$ cat src/rtl/uart_sample_framer_if.sv
// Byte handshake between the sample framer and the shared uart_tx:
// one-cycle start pulse with data, busy flag back from the UART.
interface uart_sample_framer_if;
  logic       tx_start;
  logic [7:0] tx_data;
  logic       tx_busy;

  modport master (output tx_start, output tx_data, input tx_busy);
  modport slave  (input tx_start, input tx_data, output tx_busy);
endinterface

$ cat src/rtl/uart_sample_framer.sv
// Snapshots four calibrated CODEC channels on a decimated sample_clk edge and
// streams one 5-byte "CH<n><hi><lo>" frame per enabled channel to uart_tx.
module uart_sample_framer #(
  parameter int W        = 16,
  parameter int DECIMATE = 256
) (
  input  logic                clk,
  input  logic                rst_n,
  input  logic                sample_clk,
  input  logic signed [W-1:0] sample_in0,
  input  logic signed [W-1:0] sample_in1,
  input  logic signed [W-1:0] sample_in2,
  input  logic signed [W-1:0] sample_in3,
  input  logic [3:0]          ch_mask,
  uart_sample_framer_if.master tx,
  output logic                busy,
  output logic                frame_done,
  output logic [7:0]          overrun_count
);

  localparam int DEC_W = (DECIMATE > 1) ? $clog2(DECIMATE) : 1;

  typedef enum logic [1:0] {IDLE, SEND, HOLD, WAIT} state_t;

  state_t              r_state, w_state_nxt;
  logic                r_sc_q;
  logic [DEC_W-1:0]    r_dec;
  logic [2:0]          r_b, w_b_nxt;
  logic [1:0]          r_ch, w_ch_nxt;
  logic [3:0]          r_mask;
  logic signed [W-1:0] r_smp [4];
  logic                w_edge, w_eligible, w_load, w_fire, w_done, w_has_hi;
  logic [1:0]          w_first_ch, w_hi_ch;
  logic [15:0]         w_smp16;
  logic [7:0]          w_byte;

  function automatic logic [15:0] sext16(input logic signed [W-1:0] s);
    return 16'(s);
  endfunction

  function automatic logic [7:0] frame_byte(input logic [2:0] b, input logic [1:0] ch,
                                            input logic [15:0] s);
    case (b)
      3'd0:    return 8'h43;
      3'd1:    return 8'h48;
      3'd2:    return 8'h30 + {6'd0, ch};
      3'd3:    return s[15:8];
      default: return s[7:0];
    endcase
  endfunction

  assign w_edge     = sample_clk & ~r_sc_q;
  assign w_eligible = w_edge && (r_dec == '0);
  assign w_smp16    = sext16(r_smp[r_ch]);
  assign w_byte     = frame_byte(r_b, r_ch, w_smp16);
  assign busy       = (r_state != IDLE);
  assign frame_done = w_done;

  // Lowest channel of the live mask, and next higher channel of the shadow mask
  always_comb begin
    w_first_ch = 2'd0;
    w_hi_ch    = r_ch;
    w_has_hi   = 1'b0;
    for (int i = 3; i >= 0; i--) begin
      if (ch_mask[i]) w_first_ch = 2'(i);
      if (r_mask[i] && (i > int'(r_ch))) begin
        w_hi_ch  = 2'(i);
        w_has_hi = 1'b1;
      end
    end
  end

  always_comb begin
    w_state_nxt = r_state;
    w_b_nxt     = r_b;
    w_ch_nxt    = r_ch;
    w_load      = 1'b0;
    w_fire      = 1'b0;
    w_done      = 1'b0;
    unique case (r_state)
      IDLE: if (w_eligible && (ch_mask != 4'd0)) begin
        w_load      = 1'b1;
        w_ch_nxt    = w_first_ch;
        w_b_nxt     = 3'd0;
        w_state_nxt = SEND;
      end
      SEND: if (!tx.tx_busy) begin
        w_fire      = 1'b1;
        w_state_nxt = HOLD;
      end
      // HOLD gives uart_tx one cycle to raise tx_busy before WAIT looks at it
      HOLD: w_state_nxt = WAIT;
      WAIT: if (!tx.tx_busy) begin
        if (r_b < 3'd4) begin
          w_b_nxt     = r_b + 3'd1;
          w_state_nxt = SEND;
        end else if (w_has_hi) begin
          w_ch_nxt    = w_hi_ch;
          w_b_nxt     = 3'd0;
          w_state_nxt = SEND;
        end else begin
          w_done      = 1'b1;
          w_state_nxt = IDLE;
        end
      end
      default: w_state_nxt = IDLE;
    endcase
  end

  always_ff @(posedge clk or negedge rst_n) begin
    if (!rst_n) r_state <= IDLE;
    else        r_state <= w_state_nxt;
  end

  always_ff @(posedge clk or negedge rst_n) begin
    if (!rst_n) begin
      r_sc_q        <= 1'b0;
      r_dec         <= '0;
      r_b           <= 3'd0;
      r_ch          <= 2'd0;
      r_mask        <= 4'd0;
      tx.tx_start   <= 1'b0;
      tx.tx_data    <= 8'h00;
      overrun_count <= 8'd0;
    end else begin
      r_sc_q      <= sample_clk;
      r_b         <= w_b_nxt;
      r_ch        <= w_ch_nxt;
      tx.tx_start <= w_fire;
      if (w_edge) r_dec <= (r_dec == DEC_W'(DECIMATE - 1)) ? '0 : r_dec + 1'b1;
      if (w_load) r_mask <= ch_mask;
      if (w_fire) tx.tx_data <= w_byte;
      if (w_eligible && (r_state != IDLE) && (overrun_count != 8'hFF))
        overrun_count <= overrun_count + 8'd1;
    end
  end

  // Shadow samples are pure data; they are only read after a load
  always_ff @(posedge clk) begin
    if (w_load) begin
      r_smp[0] <= sample_in0;
      r_smp[1] <= sample_in1;
      r_smp[2] <= sample_in2;
      r_smp[3] <= sample_in3;
    end
  end

endmodule

$ cat src/flat_wrapper.sv
// flat-port wrapper written by rule: the top's interface ports become plain ports
module uart_sample_framer_flat 
#(
  parameter int W        = 16,
  parameter int DECIMATE = 256
)
  (clk, rst_n, sample_clk, sample_in0, sample_in1, sample_in2, sample_in3, ch_mask, busy, frame_done, overrun_count, tx_tx_start, tx_tx_data, tx_tx_busy);
  uart_sample_framer_if tx_i ();
  input  logic clk;
  input  logic rst_n;
  input  logic sample_clk;
  input  logic signed [W-1:0] sample_in0;
  input  logic signed [W-1:0] sample_in1;
  input  logic signed [W-1:0] sample_in2;
  input  logic signed [W-1:0] sample_in3;
  input  logic [3:0] ch_mask;
  output logic busy;
  output logic frame_done;
  output logic [7:0] overrun_count;
  output wire logic [$bits(tx_i.tx_start)-1:0] tx_tx_start;
  output wire logic [$bits(tx_i.tx_data)-1:0] tx_tx_data;
  input wire logic [$bits(tx_i.tx_busy)-1:0] tx_tx_busy;
  assign tx_tx_start = tx_i.tx_start;
  assign tx_tx_data = tx_i.tx_data;
  assign tx_i.tx_busy = tx_tx_busy;
  uart_sample_framer #(.W(W), .DECIMATE(DECIMATE)) u_core (.clk(clk), .rst_n(rst_n), .sample_clk(sample_clk), .sample_in0(sample_in0), .sample_in1(sample_in1), .sample_in2(sample_in2), .sample_in3(sample_in3), .ch_mask(ch_mask), .tx(tx_i), .busy(busy), .frame_done(frame_done), .overrun_count(overrun_count));
endmodule
$ cat config.mk
export PLATFORM = sky130hd
export DESIGN_NAME = uart_sample_framer_flat
export DESIGN_NICKNAME = d
export VERILOG_FILES = /design/src/rtl/uart_sample_framer_if.sv /design/src/rtl/uart_sample_framer.sv /design/src/flat_wrapper.sv
export SDC_FILE = /design/constraint.sdc
export NUM_CORES = 1
export LEC_CHECK = 0
export CORE_ASPECT_RATIO = 0.8
export CORE_MARGIN = 2
export CORE_UTILIZATION = 51
export CTS_CLUSTER_SIZE = 24
export DETAILED_ROUTE_END_ITERATION = 10
export PLACE_DENSITY = 0.84
export SYNTH_ARGS = -nofsm -noshare
export SYNTH_HDL_FRONTEND = slang
export SYNTH_SLANG_ARGS = --single-unit
$ cat constraint.sdc
create_clock -name clk -period 6.2 [get_ports clk]
set_clock_uncertainty 0.1 [all_clocks]
set_input_delay 0.62 -clock clk [delete_from_list [all_inputs] [get_ports clk]]
set_output_delay 0.62 -clock clk [all_outputs]
set_load 0.005 [all_outputs]
Yosys cells after proc, flatten, opt, wreduce, memory -nomap -nowiden
Memories as Yosys holds them, arrays and structs flattened. Cells that the tools add are included.

Flip-flop bits (word level): 37. Memory bits (writable): 64. Bits of input ports: 72. Output and inout port bits: 19. Word-level logic and storage cells: 89. Memories: 1.

$add $sub $neg: 4. $lt $le $gt $ge: 4. Equality and inequality tests: 15. Mux-type cells: 38. Bitwise operators: 2. Reduce and logical (&&, ||, !) cells: 16.

Memories: u_core.r_smp (depth 4, bits a word 16, read ports 1, clocked after Yosys merged registers in 0, write ports 4, RTL line uart_sample_framer.sv:31) `logic signed [W-1:0] r_smp [4];`.

Operators by type and width (count): $pmux W8 S4 (1); $mux W2 (15); $add A8 B1 Y8 const B (2); $mux W1 (14); $mux W3 (4); $eq A8 B8 Y1 const B (1); $logic_not A8 Y1 (1); $mux W8 (1); $ne A8 B8 Y1 const B (1); $pmux W2 S4 (1); $add A6 B2 Y7 const A (1); $logic_and A1 B1 Y1 (7); $eq A3 B2 Y1 const B (2); $ne A2 B2 Y1 const B (3); $pmux W3 S2 (1); $reduce_and A6 Y1 (1); $eq A2 B2 Y1 const B (2); $gt A2 B2 Y1 const A (2); $ne A2 B1 Y1 const B (2); $ne A4 B1 Y1 const B (1); $pmux W2 S2 (1); $reduce_and A4 Y1 (1); $reduce_bool A2 Y1 (2); $reduce_bool A4 Y1 (1); other kinds (11) (11).

Logic depth before layout (Yosys ltp)
Word-level depth: 9. Gate-level depth with buffers: 7. Gate-level depth less buffers: 7.

Worst setup path before layout
No wires, ideal clock.

Path kind: in2reg. From: input port sample_clk. To: register u_core.r_mask[1]. Setup time: 0.128 ns. Arrival: 4.418 ns. Required time: 5.972 ns. Path slack: 1.554 ns. Cell stages on the path: 5. Buffers on the path: 1. Path through: nor2b_1 buf_2 nand4_1 nor2_1 mux2_2.

Word-level cells in the longest chain between the ends: 5.

RTL lines: start, declared (RTL line flat_wrapper.sv:11) `input logic sample_clk;`; $and A1 B1 Y1 (RTL line uart_sample_framer.sv:52) `assign w_edge = sample_clk & ~r_sc_q;`; $logic_and A1 B1 Y1 (RTL line uart_sample_framer.sv:53) `assign w_eligible = w_edge && (r_dec == '0);`; $logic_and A1 B1 Y1 (RTL line uart_sample_framer.sv:81) `IDLE: if (w_eligible && (ch_mask != 4'd0)) begin`; $mux W1 (RTL line uart_sample_framer.sv:81); $mux W1 (RTL line uart_sample_framer.sv:80) `unique case (r_state)`; named net u_core.w_load (RTL line uart_sample_framer.sv:32) `logic w_edge, w_eligible, w_load, w_fire, w_done, w_has_hi;`; end signal, assigned (RTL line uart_sample_framer.sv:131) `if (w_load) r_mask <= ch_mask;`; end, declared (RTL line uart_sample_framer.sv:30) `logic [3:0] r_mask;`.

The timed path passes the listed nets, and every way through them passes these cells. A chain may end at the register's enable or synchronous reset.

==> metrics.txt <==
status=finished, final reports clean; 1st-pass router iterations=5; synth unique cells=40; CP endpoint kind=register; CTS resizes=0; critical path data arrival time=3040 ps; Max-cap violations=0; Leak=just over 2 nW; sw frac=0.316; DIE AREA=approximately 0.0091 mm2; grt ovf=0; Syn Nets=365; final hold violation count=0; clk slew on worst S/H paths=100 ps; Antenna Nets Post-Route=0; cell count after placement=around 470; critical path launch point type=input pin; TritonCTS clock tree=yes; Die X=106 um; CTS buffer count=9; Commonest cells post-synth=edfxtp_1, dfrtp_1, nand2_1; share of the synthesized area in the top cell type=0.450; Async S/R FF share, synth=0.360; CP Class=input pin to register; clock group share of total power=0.221; Post-route DRC=0; Setup Viol. Count Final=0; Gate power share=0.319; EDFF count, synth=64; largest cells by area after synthesis=edfxtp_1, dfrtp_1, mux4_2; Worst-Margin Slew=911 ps; initial antenna violation count=0; setup TNS=0 ps; 1st-iter DRT viols=191; RSZ-0062 raised after global routing=false; most common cell in the netlist=edfxtp_1; PortBufs=90; Total Power=1.92 mW; fin crit share=0.508; area leader, netlist=edfxtp_1; clk sinks=100; # nets final=460; maximum VDD drop=roughly 0.22 mV; core box area=0.00802 mm2; Routed WL=between 8 and 9 mm; Starting Density=0.533; vias per cell=5.61; synthesized area per cell=15.1 um2; relative slew slack=0.392; post-detail-place hpwl=6.16 mm; Slew Limit Fails=0; Synthesis Warnings=0; die extent in y=85.8 um; Post-Syn Area=roughly 0.0043 mm2; I/O pins=91; via count=about 2700; Hold Buf Count CTS=0; Cells after Synth=282; switching pwr=608 uW; area grow syn2layout=28.6%; Placed Area=0.00528 mm2; worst hold slack=227 ps; RD Place Congestion=between 0.8 and 0.9; # Post-CTS Setup Buffers=0; largest net degree at the start of global routing=55; Ant. Diodes=0; post-layout instance area=0.00549 mm2; Root Buffer=clkbuf_8; first-pass GRT wire length=13.6 mm; Flop pwr share=0.461; Clk Latency, worst-skew pair=370 ps; Critical Path RT=about 6100 ps; Fmax=about 320 MHz; clk buf depth=2; post-layout min period=3150 ps; layout cell share with drive strength beyond 1=0.131; GRT Util Overall=0.200; most common flop cell mapped by yosys=edfxtp_1; Avg WL per Cell=approximately 18 um; Synth Register Bits=100; maximum fanout along the worst path=54; Finished Layout Cells=490; pwr/cell area=~350 mW/mm2; register area share after synthesis=0.661; Hold Crit Class=input pin to asynchronous set/reset pin; H-tree depth=3; vias in the first global route=2781; Cell Int Power=1.32 mW; row cnt=29
## flip-flops by register name, indices dropped and copies added, names as in the netlist
| name | count |
|---|---|
| u_core.tx.tx_data | 8 |
| u_core.tx.tx_start | 1 |
| u_core.r_state | 2 |
| u_core.r_dec | 8 |
| u_core.r_mask | 3 |
| u_core.r_smp | 64 |
| u_core.r_ch | 2 |
| u_core.r_b | 3 |
| u_core.overrun_count | 8 |
| u_core.r_sc_q | 1 |
## placed cells by master, fill, tap and decap left out, types with 10 or more instances in the layout
| cell type | count |
|---|---|
| a21oi_1 | 15 |
| clkdlybuf4s50_1 | 89 |
| dfrtp_1 | 36 |
| edfxtp_1 | 64 |
| ha_1 | 11 |
| inv_1 | 11 |
| mux4_2 | 16 |
| nand2_1 | 20 |
| nor2_1 | 18 |
| o21ai_0 | 10 |
## final cells by class
cell class,instances,area [um2]
Sequential cell,100,2820
Fill cell,573,2530
Multi-Input combinational cell,163,1370
Timing Repair Buffer,92,911
Tap cell,108,135
Clock buffer,9,124
Clock inverter,7,82.6
Inverter,11,41.3
## worst paths after layout
kind	from	slack, ps	to	depth (start not counted)
setup / recovery	sample_clk	3050	u_core.r_smp[1][11]	5
hold reg to reg	u_core.tx.tx_data[2]	390	u_core.tx.tx_data[2]	2
setup reg to reg	u_core.r_sc_q	3420	u_core.r_smp[1][11]	4
max in group asynchronous	rst_n	5240	u_core.tx.tx_data[7]	1
hold / removal	rst_n	230	u_core.r_dec[4]	1
min in group clk	u_core.tx.tx_data[2]	390	u_core.tx.tx_data[2]	2
## layer usage
| layer | global-route usage | vias to the layer above | routed length, um |
|---|---|---|---|
| met2 | 0.338 | 97 | 4420 |
| met1 | 0.259 | 1382 | 3600 |
| met3 | 0.0456 | 12 | 452 |
| met4 | 0.0694 | 0 | 127 |
| met5 | 0 | - | 0 |
| li1 | - | 1256 | - |
## worst max-delay path, cell delays in order
cell and delay [ps]:
clkdlybuf4s50_1 470, nor2b_1 590, nand4_1 270, nor2_4 410
buf_4 630
## through the flow
step | setup slack [ps] | utilization
after floorplan | 1550 | -
after global placement | 2820 | 0.659
after detailed placement | 2710 | 0.659
after CTS | 3000 | 0.685
after global routing | 2840 | 0.685
final | 3050 | 0.685
## cells by family (layout without fill, tap and decap cells)
| family | Yosys count | in the layout | synth area share |
|---|---|---|---|
| AOI/OAI and AO/OA | 43 | 43 | 0.0645 |
| xor gates and xnor gates | 12 | 12 | 0.0246 |
| adders and majority gates | 11 | 11 | 0.0322 |
| buffers and inverters | 19 | 119 | 0.0190 |
| DFF | 100 | 100 | 0.661 |
| muxes | 26 | 26 | 0.110 |
| and+or+nand+nor | 71 | 71 | 0.0891 |
## power by group through the flow
stage          sequential, mW  clock (mW)  combinational (mW)
5_1_grt                 0.898       0.455               0.676
6_report                0.886       0.424               0.613
2_1_floorplan           0.865           0               0.414
3_5_place_dp            0.900           0               0.614
3_3_place_gp            0.896           0               0.601
4_1_cts                 0.886       0.432               0.618
Note: power is estimated with default switching activity, not from simulation.
